[config.mk]
export PLATFORM = sky130hd
export DESIGN_NAME = audio_mavg_filter
export DESIGN_NICKNAME = d
export VERILOG_FILES = /design/src/rtl/audio_mavg_filter.sv
export SDC_FILE = /design/constraint.sdc
export NUM_CORES = 1
export LEC_CHECK = 0
export CORE_MARGIN = 2
export CORE_UTILIZATION = 45
export CTS_BUF_LIST = sky130_fd_sc_hd__clkbuf_4
export CTS_CLUSTER_DIAMETER = 60
export DETAILED_ROUTE_END_ITERATION = 16
export GPL_ROUTABILITY_DRIVEN = 0
export GPL_TIMING_DRIVEN = 0
export PLACE_DENSITY_LB_ADDON = 0.12
export SETUP_SLACK_MARGIN = 0.3
export SKIP_CTS_REPAIR_TIMING = 1
export SYNTH_ARGS = -nofsm -noshare
export SYNTH_HDL_FRONTEND = slang
export SYNTH_SLANG_ARGS = --single-unit
[constraint.sdc]
create_clock -name clk -period 5.81 [get_ports clk]
set_clock_uncertainty 0.15 [all_clocks]
set_input_delay 1.4525 -clock clk [delete_from_list [all_inputs] [get_ports clk]]
set_output_delay 1.4525 -clock clk [all_outputs]
set_load 0.01 [all_outputs]
[src/rtl/audio_mavg_filter.sv]
// rtl/audio_mavg_filter.sv - multi-channel moving-average (boxcar) low-pass filter
//
// Each channel keeps a DEPTH-deep circular history and a full-precision running
// sum. The output is the floor average of the window, registered one cycle
// after the sample is accepted. All channels share one valid/ready handshake.
module audio_mavg_filter #(
  parameter int DATA_W     = 24,
  parameter int LOG2_DEPTH = 3,
  parameter int CHANNELS   = 2
) (
  input  logic                         clk,
  input  logic                         reset,
  input  logic [CHANNELS*DATA_W-1:0]   in_data,
  input  logic                         in_valid,
  output logic                         in_ready,
  output logic [CHANNELS*DATA_W-1:0]   out_data,
  output logic                         out_valid,
  input  logic                         out_ready,
  input  logic                         bypass,
  input  logic                         flush,
  output logic                         primed
);

  localparam int DEPTH = 1 << LOG2_DEPTH;
  // The sum of DEPTH samples always fits in DATA_W + LOG2_DEPTH signed bits.
  localparam int SUM_W = DATA_W + LOG2_DEPTH;

  localparam logic [LOG2_DEPTH-1:0] PTR_ONE  = LOG2_DEPTH'(1);
  localparam logic [LOG2_DEPTH:0]   FILL_ONE = (LOG2_DEPTH + 1)'(1);
  localparam logic [LOG2_DEPTH:0]   FILL_MAX = {1'b1, {LOG2_DEPTH{1'b0}}};

  // Shared window bookkeeping
  logic [LOG2_DEPTH-1:0] wptr_q, wptr_d;
  logic [LOG2_DEPTH:0]   fill_q, fill_d;

  // Output register
  logic                       out_valid_q, out_valid_d;
  logic [CHANNELS*DATA_W-1:0] out_data_q;
  logic [CHANNELS*DATA_W-1:0] out_data_d;

  logic accept;

  // Handshake and next-state for the shared pointer, fill count and valid flag
  always_comb begin
    in_ready    = (!out_valid_q || out_ready) && !flush;
    accept      = in_valid && in_ready;
    wptr_d      = wptr_q + PTR_ONE;
    fill_d      = (fill_q == FILL_MAX) ? fill_q : fill_q + FILL_ONE;
    out_valid_d = out_valid_q;
    if (accept) begin
      out_valid_d = 1'b1;
    end else if (out_ready) begin
      out_valid_d = 1'b0;
    end
  end

  // Write pointer and fill count; flush restarts the window like reset does
  always_ff @(posedge clk) begin
    if (reset || flush) begin
      wptr_q <= '0;
      fill_q <= '0;
    end else if (accept) begin
      wptr_q <= wptr_d;
      fill_q <= fill_d;
    end
  end

  // Per-channel history, running sum and averaged result
  for (genvar c = 0; c < CHANNELS; c++) begin : g_ch
    logic [DATA_W-1:0]                 x;
    logic [DATA_W-1:0]                 oldest;
    logic [SUM_W-1:0]                  x_ext;
    logic [SUM_W-1:0]                  oldest_ext;
    logic [SUM_W-1:0]                  sum_q, sum_d;
    logic [DEPTH-1:0][DATA_W-1:0]      hist_q;
    logic [DATA_W-1:0]                 avg;

    assign x          = in_data[c*DATA_W +: DATA_W];
    // The slot about to be overwritten holds the sample leaving the window.
    assign oldest     = hist_q[wptr_q];
    assign x_ext      = {{LOG2_DEPTH{x[DATA_W-1]}}, x};
    assign oldest_ext = {{LOG2_DEPTH{oldest[DATA_W-1]}}, oldest};

    // Running sum after this sample enters and the oldest one leaves
    always_comb begin
      sum_d = sum_q + x_ext - oldest_ext;
    end

    // Dropping the low LOG2_DEPTH bits of a two's-complement sum is the
    // arithmetic shift, i.e. floor toward negative infinity; the remaining
    // bits always fit in DATA_W.
    assign avg = sum_d[SUM_W-1:LOG2_DEPTH];

    assign out_data_d[c*DATA_W +: DATA_W] = bypass ? x : avg;

    // History and running sum; history keeps updating during bypass so the
    // average is correct as soon as bypass drops
    always_ff @(posedge clk) begin
      if (reset || flush) begin
        hist_q <= '0;
        sum_q  <= '0;
      end else if (accept) begin
        hist_q[wptr_q] <= x;
        sum_q          <= sum_d;
      end
    end
  end

  // Output register: loads on accept, holds under backpressure, drains on ready
  always_ff @(posedge clk) begin
    if (reset) begin
      out_valid_q <= 1'b0;
      out_data_q  <= '0;
    end else begin
      out_valid_q <= out_valid_d;
      if (accept) begin
        out_data_q <= out_data_d;
      end
    end
  end

  assign out_valid = out_valid_q;
  assign out_data  = out_data_q;
  assign primed    = (fill_q == FILL_MAX);

endmodule

==> flow_summary.json <==
{
  "gr-total-overflow": 0,
  "cts_num_sinks": 494,
  "num_rows": 86,
  "worstPathMaxFanout": 10,
  "endpoint": "out_data[14]",
  "hp-class": "register to register",
  "wl_met1_um": 36400,
  "status": "complete, no violations",
  "postSynthCellCount": 3077,
  "ys_types": 66,
  "cts_buffer_depth": 3,
  "cts_made_buffers": 137,
  "grt_pass1_vias": 21892,
  "ys_seq_area_frac": 0.395,
  "synth_nets": 3242,
  "power_density_mw_per_mm2": 284,
  "hold_depth": 2,
  "setup_viol": 0,
  "cts_root_buffer": "clkbuf_4",
  "track_usage": 0.299,
  "routed.top_layer": "met4",
  "fp.coreArea_mm2": 0.0551,
  "drt-pass1-iter-count": 8,
  "cts_tree": "done",
  "peakVddDrop_uv": 205,
  "wl_per_cell_um": 20.9,
  "vias": 22937,
  "fin_setup_tns_ns": 0,
  "final_cell_mix": "916 x nand2_1, 504 x a21oi_1, 494 x dfxtp_1",
  "slew_headroom": 0.274,
  "met2_length_um": 37800,
  "r2r_end": "out_data[14]",
  "p_leak_uw": 0.0102,
  "critPathCaptureType": "register",
  "path_class": "register to register",
  "worstPathRequired_ns": 6.53,
  "cts_htree_levels": 4,
  "syn-cell-area_mm2": 0.0251,
  "drv_cap": 0,
  "fin_crit_ns": 5.35,
  "synth-seq-cells": 494,
  "worstMarginPinSlew_ns": 1.09,
  "hold_viol": 0,
  "startpoint_type": "register",
  "dp_hpwl_um": 63400,
  "ios": 105,
  "numPortBuffers": 60,
  "wl_met3_um": 8670,
  "fin_crit_sh": 0.922,
  "startpoint": "wptr_q[0]",
  "floorplan.initialDensity": 0.455,
  "r2r_slack_ns": 0.46,
  "async_reset_ff_frac": 0,
  "area_growth_pct": 13.0,
  "arrival_ns": 6.07,
  "drtIter0Drc": 2050,
  "synth_area_per_cell_um2": 8.15,
  "clkSlewWorstSetupHoldPaths_ns": 0.06,
  "antenna_found_initial": 2,
  "finalWirelength_um": 86100,
  "final_max_slew_viol_count": 0,
  "final_common_cell": "nand2_1",
  "rsz0062_at_grt": "yes",
  "grt_max_degree": 17,
  "rr_worst_depth": 15,
  "die_height_um": 240,
  "insertion_delay_ns": 0.98,
  "synthFlopType": "dfxtp_1",
  "fmax_ghz": 0.187,
  "drive_above_1_share": 0.128,
  "yosysWarnings": 0,
  "dp.cells": 3885,
  "via_per_inst": 5.56,
  "drtAntennaViolNets": 0,
  "layout.cells.non_filler": 4124,
  "fin_nets": 3441,
  "regToRegStartpoint": "wptr_q[0]",
  "whs_ns": 0.301,
  "synth_edf_count": 0,
  "grt_pass1_wl_um": 128000,
  "drc": 0,
  "die_w_um": 240,
  "dieArea_mm2": 0.0576
}
-- how the worst min path moves through the flow --
stage	from	to
after floorplan	g_ch[0].sum_q[24]	g_ch[0].sum_q[24]
after global placement	g_ch[0].hist_q[132]	g_ch[0].hist_q[132]
after detailed placement	g_ch[1].hist_q[80]	g_ch[1].hist_q[80]
after CTS	g_ch[1].hist_q[143]	g_ch[1].hist_q[143]
after global routing	g_ch[1].hist_q[191]	g_ch[1].hist_q[191]
final	out_data[32]	out_data[32]
-- through the flow --
step / total power [uW] / setup slack [ns] / area, um^2 / utilization
floorplan: 4480 / 1.24 / 25100 / -
global placement: 4890 / -0.0643 / 26600 / 0.483
detailed placement: 4910 / -0.0957 / 26600 / 0.483
CTS: 8050 / -0.114 / 28300 / 0.513
global route: 8390 / 0.260 / 28300 / 0.514
finish: 8030 / 0.456 / 28300 / 0.514
-- cells by family (layout without fill, tap and decap cells) --
| group | Yosys count | count (layout) | share of synthesized area |
|---|---|---|---|
| xor gates and xnor gates | 52 | 52 | 0.0188 |
| buffers and inverters | 466 | 763 | 0.0725 |
| and+or+nand+nor | 1121 | 1121 | 0.179 |
| other | 0 | 2 | 0 |
| DFF | 494 | 494 | 0.395 |
| adders and majority gates | 111 | 111 | 0.0710 |
| AOI/OAI and AO/OA | 672 | 672 | 0.150 |
| muxes | 161 | 161 | 0.114 |
-- power breakdown --
group          total [uW]  leakage [uW]  internal [uW]  switching (uW)
combinational        1390       0.00517            493             901
sequential           3470       0.00399           3440            32.3
clock                3160       0.00102           1630            1530
-- synthesized netlist by cell type, types with 14 or more instances --
cell / instances / share of area
a21oi_1: 504 / 0.10
a211oi_1: 38 / 0.011
mux2_2: 45 / 0.020
mux4_2: 96 / 0.086
ha_1: 59 / 0.029
xor2_1: 23 / 0.0080
nand3_1: 21 / 0.0042
a21o_1: 30 / 0.0090
clkbuf_1: 196 / 0.029
inv_1: 207 / 0.031
dfxtp_1: 494 / 0.39
nand2_1: 916 / 0.14
buf_1: 20 / 0.0030
fa_1: 52 / 0.042
buf_2: 39 / 0.0078
nor2_1: 94 / 0.014
o21ai_0: 32 / 0.0064
nand4_1: 14 / 0.0035
xnor2_1: 28 / 0.0098
mux2i_1: 20 / 0.0080
nor3_1: 17 / 0.0034
-- per-layer routing --
| layer | vias to the layer above | global-route usage |
|---|---|---|
| met5 | - | 0 |
| met4 | 0 | 0.131 |
| met3 | 187 | 0.0845 |
| met2 | 1064 | 0.453 |
| met1 | 10997 | 0.398 |
| li1 | 10689 | - |
-- area by class of cell --
type | instances | area [um^2]
tap | 748 | 936
timing repair buffer | 60 | 601
antenna | 2 | 5.00
inverter | 207 | 777
multi-input combinational | 2117 | 13400
clock inverter | 35 | 165
fill | 5303 | 26800
buffer | 259 | 1060
clock buffer | 202 | 1520
sequential | 494 | 9890
-- flip-flops by register name (all words and copies together) (netlist names) --
name and count:
fill_q 4, g_ch.hist_q 384, g_ch.sum_q 54, out_data 48
out_valid 1, wptr_q 3
-- worst max-delay path, stage by stage, from the launching register on --
cell and delay, ns:
dfxtp_1 0.37, buf_2 0.23, buf_2 0.29, clkbuf_2 0.41
mux4_2 0.61, mux2i_1 0.29, fa_1 0.47, ha_1 0.36
a21o_1 0.20, a21oi_1 0.25, nand2_1 0.20, a221oi_2 0.56
o21ai_0 0.22, xor2_1 0.26, mux2i_1 0.12, a211oi_1 0.26
(Power assumes the default switching activity.)
